$ cat src/rtl/palette_pkg.sv
`default_nettype none
// ============================================================================
// Module      : palette_pkg
// Description : Shared types and constants for the sprite palette arbiter:
//               colour/index types, the colour-key index, the arbiter FSM
//               state encoding and the default requester count.
// Revision    : 1.0  initial release
// ============================================================================
package palette_pkg;

  typedef logic [23:0] rgb_t;
  typedef logic [3:0]  pal_idx_t;

  // Palette entry used as the transparent colour key (hot pink 24'hff4295).
  localparam pal_idx_t TRANSPARENT_IDX = 4'h0;
  localparam rgb_t     COLORKEY_RGB    = 24'hff4295;

  localparam int DEFAULT_NUM_REQ = 4;

  typedef enum logic [0:0] {
    ST_ARB   = 1'b0,
    ST_BURST = 1'b1
  } state_t;

endpackage
`default_nettype wire

$ cat src/rtl/palette_arbiter_rr_pick.sv
`default_nettype none
// ============================================================================
// Module      : rr_pick
// Description : Round-robin requester picker. Grants the first asserted
//               request at or after i_ptr (wrapping). When i_lock_en is set,
//               only i_lock_id may be granted, and only if it is requesting.
// Ports       : i_req     - request vector
//               i_ptr     - round-robin start position
//               i_lock_en - restrict the grant to i_lock_id
//               i_lock_id - locked requester
//               o_grant   - one-hot grant (all zero when nothing is granted)
// Revision    : 1.0  initial release
// ============================================================================
module rr_pick #(
  parameter int NUM_REQ = 4,
  parameter int ID_W    = $clog2(NUM_REQ)
) (
  input  logic [NUM_REQ-1:0] i_req,
  input  logic [ID_W-1:0]    i_ptr,
  input  logic               i_lock_en,
  input  logic [ID_W-1:0]    i_lock_id,
  output logic [NUM_REQ-1:0] o_grant
);

  int   w_pos;
  logic w_found;

  always_comb begin
    o_grant = '0;
    w_found = 1'b0;
    w_pos   = 0;
    if (i_lock_en) begin
      o_grant[i_lock_id] = i_req[i_lock_id];
    end else begin
      // Walk NUM_REQ positions starting at the pointer; first hit wins.
      for (int k = 0; k < NUM_REQ; k++) begin
        w_pos = (int'(i_ptr) + k) % NUM_REQ;
        if (!w_found && i_req[w_pos]) begin
          o_grant[w_pos] = 1'b1;
          w_found        = 1'b1;
        end
      end
    end
  end

endmodule
`default_nettype wire

$ cat src/rtl/palette_arbiter.sv
`default_nettype none
// ============================================================================
// Module      : palette_arbiter
// Description : Shares one combinational palette lookup among NUM_REQ sprite
//               requesters. Round-robin arbitration with burst locking
//               (a requester keeps the grant until its req_last pixel), a
//               single registered output stage with valid/ready handshake,
//               sustaining one pixel per clock.
// Ports       : Clk, Reset_n (async, active-low)
//               req_valid/req_index/req_last/req_ready - requester side
//               pal_index/pal_rgb - external palette lookup
//               out_valid/out_ready/out_rgb/out_id/out_transparent - output
// Build macro : PALETTE_COLORKEY_EN - enables the out_transparent colour-key
//               flag; when undefined out_transparent is tied to 0.
// Revision    : 1.0  initial release
// ============================================================================
module palette_arbiter
  import palette_pkg::*;
#(
  parameter int NUM_REQ = DEFAULT_NUM_REQ
) (
  input  logic                       Clk,
  input  logic                       Reset_n,
  input  logic [NUM_REQ-1:0]         req_valid,
  input  logic [4*NUM_REQ-1:0]       req_index,
  input  logic [NUM_REQ-1:0]         req_last,
  output logic [NUM_REQ-1:0]         req_ready,
  output logic [3:0]                 pal_index,
  input  logic [23:0]                pal_rgb,
  output logic                       out_valid,
  input  logic                       out_ready,
  output logic [23:0]                out_rgb,
  output logic [$clog2(NUM_REQ)-1:0] out_id,
  output logic                       out_transparent
);

  localparam int ID_W = $clog2(NUM_REQ);

  state_t            r_state, w_state_nxt;
  logic [ID_W-1:0]   r_rr_ptr, w_rr_ptr_nxt;
  logic [ID_W-1:0]   r_lock_id, w_lock_id_nxt;
  logic [NUM_REQ-1:0] w_grant;
  logic [ID_W-1:0]   w_gid;
  logic [ID_W-1:0]   w_ptr_inc;
  logic              w_free;
  logic              w_xfer;
  logic              w_last;
  pal_idx_t          w_idx;

  rr_pick #(
    .NUM_REQ (NUM_REQ),
    .ID_W    (ID_W)
  ) u_rr_pick (
    .i_req     (req_valid),
    .i_ptr     (r_rr_ptr),
    .i_lock_en (r_state == ST_BURST),
    .i_lock_id (r_lock_id),
    .o_grant   (w_grant)
  );

  // The output register can take a pixel when empty or draining this cycle.
  assign w_free = !out_valid || out_ready;

  // Reset_n gating keeps req_ready low while reset is held.
  assign req_ready = (w_free && Reset_n) ? w_grant : '0;

  // The picker only grants valid requesters, so any ready bit is a transfer.
  assign w_xfer = |req_ready;

  always_comb begin
    w_gid = '0;
    for (int i = 0; i < NUM_REQ; i++) begin
      if (w_grant[i]) w_gid = ID_W'(i);
    end
  end

  assign w_idx     = req_index[4*w_gid +: 4];
  assign w_last    = req_last[w_gid];
  assign pal_index = w_xfer ? w_idx : 4'h0;
  assign w_ptr_inc = (w_gid == ID_W'(NUM_REQ - 1)) ? '0 : w_gid + 1'b1;

  // FSM state register
  always_ff @(posedge Clk or negedge Reset_n) begin
    if (!Reset_n) begin
      r_state   <= ST_ARB;
      r_rr_ptr  <= '0;
      r_lock_id <= '0;
    end else begin
      r_state   <= w_state_nxt;
      r_rr_ptr  <= w_rr_ptr_nxt;
      r_lock_id <= w_lock_id_nxt;
    end
  end

  // FSM next state; the pointer advances only when a burst (or single) ends.
  always_comb begin
    w_state_nxt   = r_state;
    w_rr_ptr_nxt  = r_rr_ptr;
    w_lock_id_nxt = r_lock_id;
    case (r_state)
      ST_ARB: begin
        if (w_xfer) begin
          if (w_last) begin
            w_rr_ptr_nxt = w_ptr_inc;
          end else begin
            w_state_nxt   = ST_BURST;
            w_lock_id_nxt = w_gid;
          end
        end
      end
      ST_BURST: begin
        if (w_xfer && w_last) begin
          w_state_nxt  = ST_ARB;
          w_rr_ptr_nxt = w_ptr_inc;
        end
      end
      default: w_state_nxt = ST_ARB;
    endcase
  end

  // Output stage: load on transfer, otherwise clear valid once drained.
  always_ff @(posedge Clk or negedge Reset_n) begin
    if (!Reset_n) begin
      out_valid <= 1'b0;
      out_rgb   <= 24'h000000;
      out_id    <= '0;
    end else if (w_xfer) begin
      out_valid <= 1'b1;
      out_rgb   <= pal_rgb;
      out_id    <= w_gid;
    end else if (out_ready) begin
      out_valid <= 1'b0;
    end
  end

`ifdef PALETTE_COLORKEY_EN
  logic r_transparent;

  always_ff @(posedge Clk or negedge Reset_n) begin
    if (!Reset_n) begin
      r_transparent <= 1'b0;
    end else if (w_xfer) begin
      r_transparent <= (w_idx == TRANSPARENT_IDX);
    end
  end

  assign out_transparent = r_transparent;
`else
  assign out_transparent = 1'b0;
`endif

endmodule
`default_nettype wire

$ cat config.mk
export PLATFORM = sky130hd
export DESIGN_NAME = palette_arbiter
export DESIGN_NICKNAME = d
export VERILOG_FILES = /design/src/rtl/palette_pkg.sv /design/src/rtl/palette_arbiter_rr_pick.sv /design/src/rtl/palette_arbiter.sv
export SDC_FILE = /design/constraint.sdc
export NUM_CORES = 1
export LEC_CHECK = 0
export CAP_MARGIN = 20
export CORE_ASPECT_RATIO = 0.8
export CORE_MARGIN = 4
export CORE_UTILIZATION = 38
export DETAILED_ROUTE_END_ITERATION = 10
export PLACE_DENSITY = 0.77
export SLEW_MARGIN = 20
export SYNTH_ARGS = -nofsm -noshare
export SYNTH_HDL_FRONTEND = slang
export SYNTH_SLANG_ARGS = --single-unit
$ cat constraint.sdc
create_clock -name Clk -period 4 [get_ports Clk]
set_input_delay 1 -clock Clk [delete_from_list [all_inputs] [get_ports Clk]]
set_output_delay 1 -clock Clk [all_outputs]
set_load 0.1 [all_outputs]
==> results.yml <==
critical_path:
  crit_path_end: "pal_index[1]"
  crit_top_cell: "buf_12"
  r2r_end: "out_rgb[14]"
  critPathRequiredTime_ns: 3.00
  path_cells: "buf_8 -> mux4_2 -> nor2b_4 -> buf_6 -> a221o_1 -> o31ai_2 -> buf_4 -> buf_12 -> nor2_1 -> a21oi_1 -> mux2i_1 -> nor2_4 -> buf_12"
  arrival_ns: 3.26
  path_class: "input port to primary output"
  r2r_slack_ns: 0.49
  worst-path-max-fanout: 5
  cp-startpoint: "req_valid[2]"
  slowest_stage: "mux4_2"
  rr_worst_depth: 13
  crit_cells: 13
  endpoint_kind: "primary output"
  path_buf_inv: 5
  cp_slowest_stage_delay_ns: 0.48
  startpoint_type: "input port"
  r2r-start: "r_rr_ptr[0]"
  cp_top_family: "buffers and inverters"
layout:
  nets: 365
  syn_to_final_growth_pct: 82.9
  drive_above_1_share_pct: 31.8
  final_cell_area_sq_um: 3610
  antenna_cells: 0
timing:
  worstMarginPinSlew_ns: 0.998
  finalWorstSetupSlack_ns: -0.260
  grt_setup_unrepaired: "true"
  layout_min_cycle_time_ns: 4.26
  setup_viol: 5
  fin_skew_ns: 0.00715
  slew_viol_final: 0
  fmax_mhz: 235
  period_share_pct: 106
  max-slew-margin-rel_pct: 33.3
  hold_viol: 0
  fin_setup_tns_ns: -1.20
clocking:
  cts.clk_slew.worst_paths_ns: 0.06
  root_buffer: "clkbuf_8"
  htreeDepth: 2
  cts_buffers: 5
  cts_tree: "yes"
  clkLatencyLatePin_ns: 0.28
  clock-sinks: 32
  clockBufferDepth: 2
yosys:
  syn_nets: 236
  postSynthCellCount: 178
  synth_top_family_by_area: "multiplexers"
  yosysWarningCount: 0
  synth_fa_ha_area_share_pct: 4.44
  yosys.area_share.simple_pct: 11.8
  synth_xor_xnor_area_share_pct: 0
  synth_ff_type: "dfrtp_1"
  synthArstFlopShare_pct: 100
  syn_area_sq_um: 1970
  synth_cell_types: 46
  synth_mux_area_share_pct: 22.5
  synth_edf_count: 0
  yosysSeqAreaShare_pct: 40.6
  synth_compound_area_share_pct: 16.4
  avgSynthCellArea_sq_um: 11.1
  ys_ff_latch: 32
hold_path:
  hold_class: "flip-flop to flip-flop"
detailed_routing:
  drc_errors: 0
  wl_per_cell_um: 16.8
  dr_total_vias: 1952
  viasPerCell: 5.28
  drt-total-wl_um: 6210
  first_pass_iters: 4
  drt_iter0_drc: 122
  ant_nets: 0
floorplan:
  design.die.area_sq_um: 6420
  io_pins: 87
  core.rowCount: 23
  die_width_um: 88.6
  coreArea_sq_um: 5010
  start_util_pct: 39.4
  fp.dieH_um: 72.5
global_route:
  grt_first_pass_wirelength_um: 9740
  grt_max_degree: 33
  globalRouteTotalUtil_pct: 19.8
  antenna_found_initial: 0
  grt_pass1_vias: 2009
  grt-ovfl-total: 0
placed_design:
  place_congestion: 0.883
  dpl_cell_area_sq_um: 3350
  portBuffers: 85
  dp_hpwl_um: 4740
flow_run:
  max_cap_viol_count: 0
status:
  violations: "negative setup slack"
  status: "finished, violations left"
## worst reg2reg max path, cell delays in order (launching register included)
cell and delay, ns:
dfrtp_1 0.36, inv_1 0.09, ha_4 0.28, mux4_2 0.51, nor2b_4 0.15, buf_6 0.11, a221o_1 0.33, o31ai_2 0.19
buf_4 0.20, a21oi_2 0.09, buf_4 0.17, or3_1 0.34, buf_4 0.23, mux2_1 0.34
## synth_stat cells, types with 2 or more instances
master	n	area, sq um
dfrtp_1	32	801
mux2_1	19	214
nor2_1	17	63.8
mux2i_1	11	110
nand2_1	9	33.8
ha_1	7	87.6
a21oi_1	6	30.0
inv_1	5	18.8
mux2_4	5	75.1
o21ai_0	5	25.0
a221oi_1	4	35.0
nor2b_1	4	25.0
nor3_1	4	20.0
nor4b_1	4	35.0
a21boi_0	3	22.5
a221o_1	3	30.0
buf_6	3	33.8
nor3b_1	3	22.5
a21o_1	2	15.0
a2bb2oi_1	2	17.5
buf_2	2	10.0
clkbuf_1	2	7.51
mux4_2	2	45.0
o211ai_1	2	15.0
## cell families after synthesis
logic type / after synthesis
AO/OA/AOI/OAI: 41
adder cells (fa/ha/maj): 7
buffers and inverters: 14
flip-flops: 32
multiplexers: 37
other: 1
AND/OR/NAND/NOR: 46
## final cells by class
| type | count | area (sq um) |
|---|---|---|
| clock inverter | 3 | 42.5 |
| fill | 365 | 1400 |
| multi-input combinational | 132 | 1240 |
| timing repair buffer | 131 | 1360 |
| clock buffer | 5 | 68.8 |
| sequential | 32 | 801 |
| inverter | 5 | 18.8 |
| tap | 62 | 77.6 |
## metrics by stage
stage / utilization [%] / setup WS [ns] / instances / hold slack, ns
detailed placement: 66.9 / -0.641 / 356 / 0.470
global placement: 66.9 / -0.572 / 356 / 0.463
floorplan: - / -0.579 / 178 / 0.563
global route: 72.1 / -0.339 / 370 / 0.495
finish: 72.1 / -0.260 / 370 / 0.478
CTS: 69.9 / -0.287 / 365 / 0.484
## registers in the layout (all words and copies together), names as in the netlist, named ones only
register	flops
out_id	2
out_rgb	24
r_rr_ptr	2
out_valid	1
r_lock_id	2
## routing by layer
layer  track usage (%)  routed length, um
met1              25.3               2630
met2              33.4               3130
met3              4.88                376
met4              5.54                 68
met5                 0                  0
## worst min-delay path by stage
stage                            start           end  slack [ns]  depth (start not counted)
after global placement       out_id[1]     out_id[1]        0.46                          1
after CTS                    out_id[1]     out_id[1]        0.48                          1
after global routing       out_rgb[11]   out_rgb[11]        0.50                          1
after detailed placement     out_id[1]     out_id[1]        0.47                          1
final                        out_id[1]     out_id[1]        0.48                          1
after floorplan           r_lock_id[0]  r_lock_id[0]        0.56                          1
## timing repair
item,CTS,global route
pin swaps,8,2
hold buffers,0,0
hold endpoints to repair,0,0
gates cloned,0,1
resized for setup,27,13
setup endpoints to repair,8,6
setup buffers,1,5
## cell usage in the layout, fill, tap and decap left out, drive strengths merged, types with 5 or more instances in the layout
master	netlist	final
mux2	24	24
mux2i	11	11
nor2	17	17
a21oi	7	7
clkbuf	2	6
buf	7	57
dfrtp	32	32
ha	7	7
clkdlybuf4s50	0	73
o21ai	5	5
inv	5	5
nand2	9	9
Power is left out: the tool's default activity adds up to more than one toggle a clock period on the data nets, which glitch-free logic cannot reach.
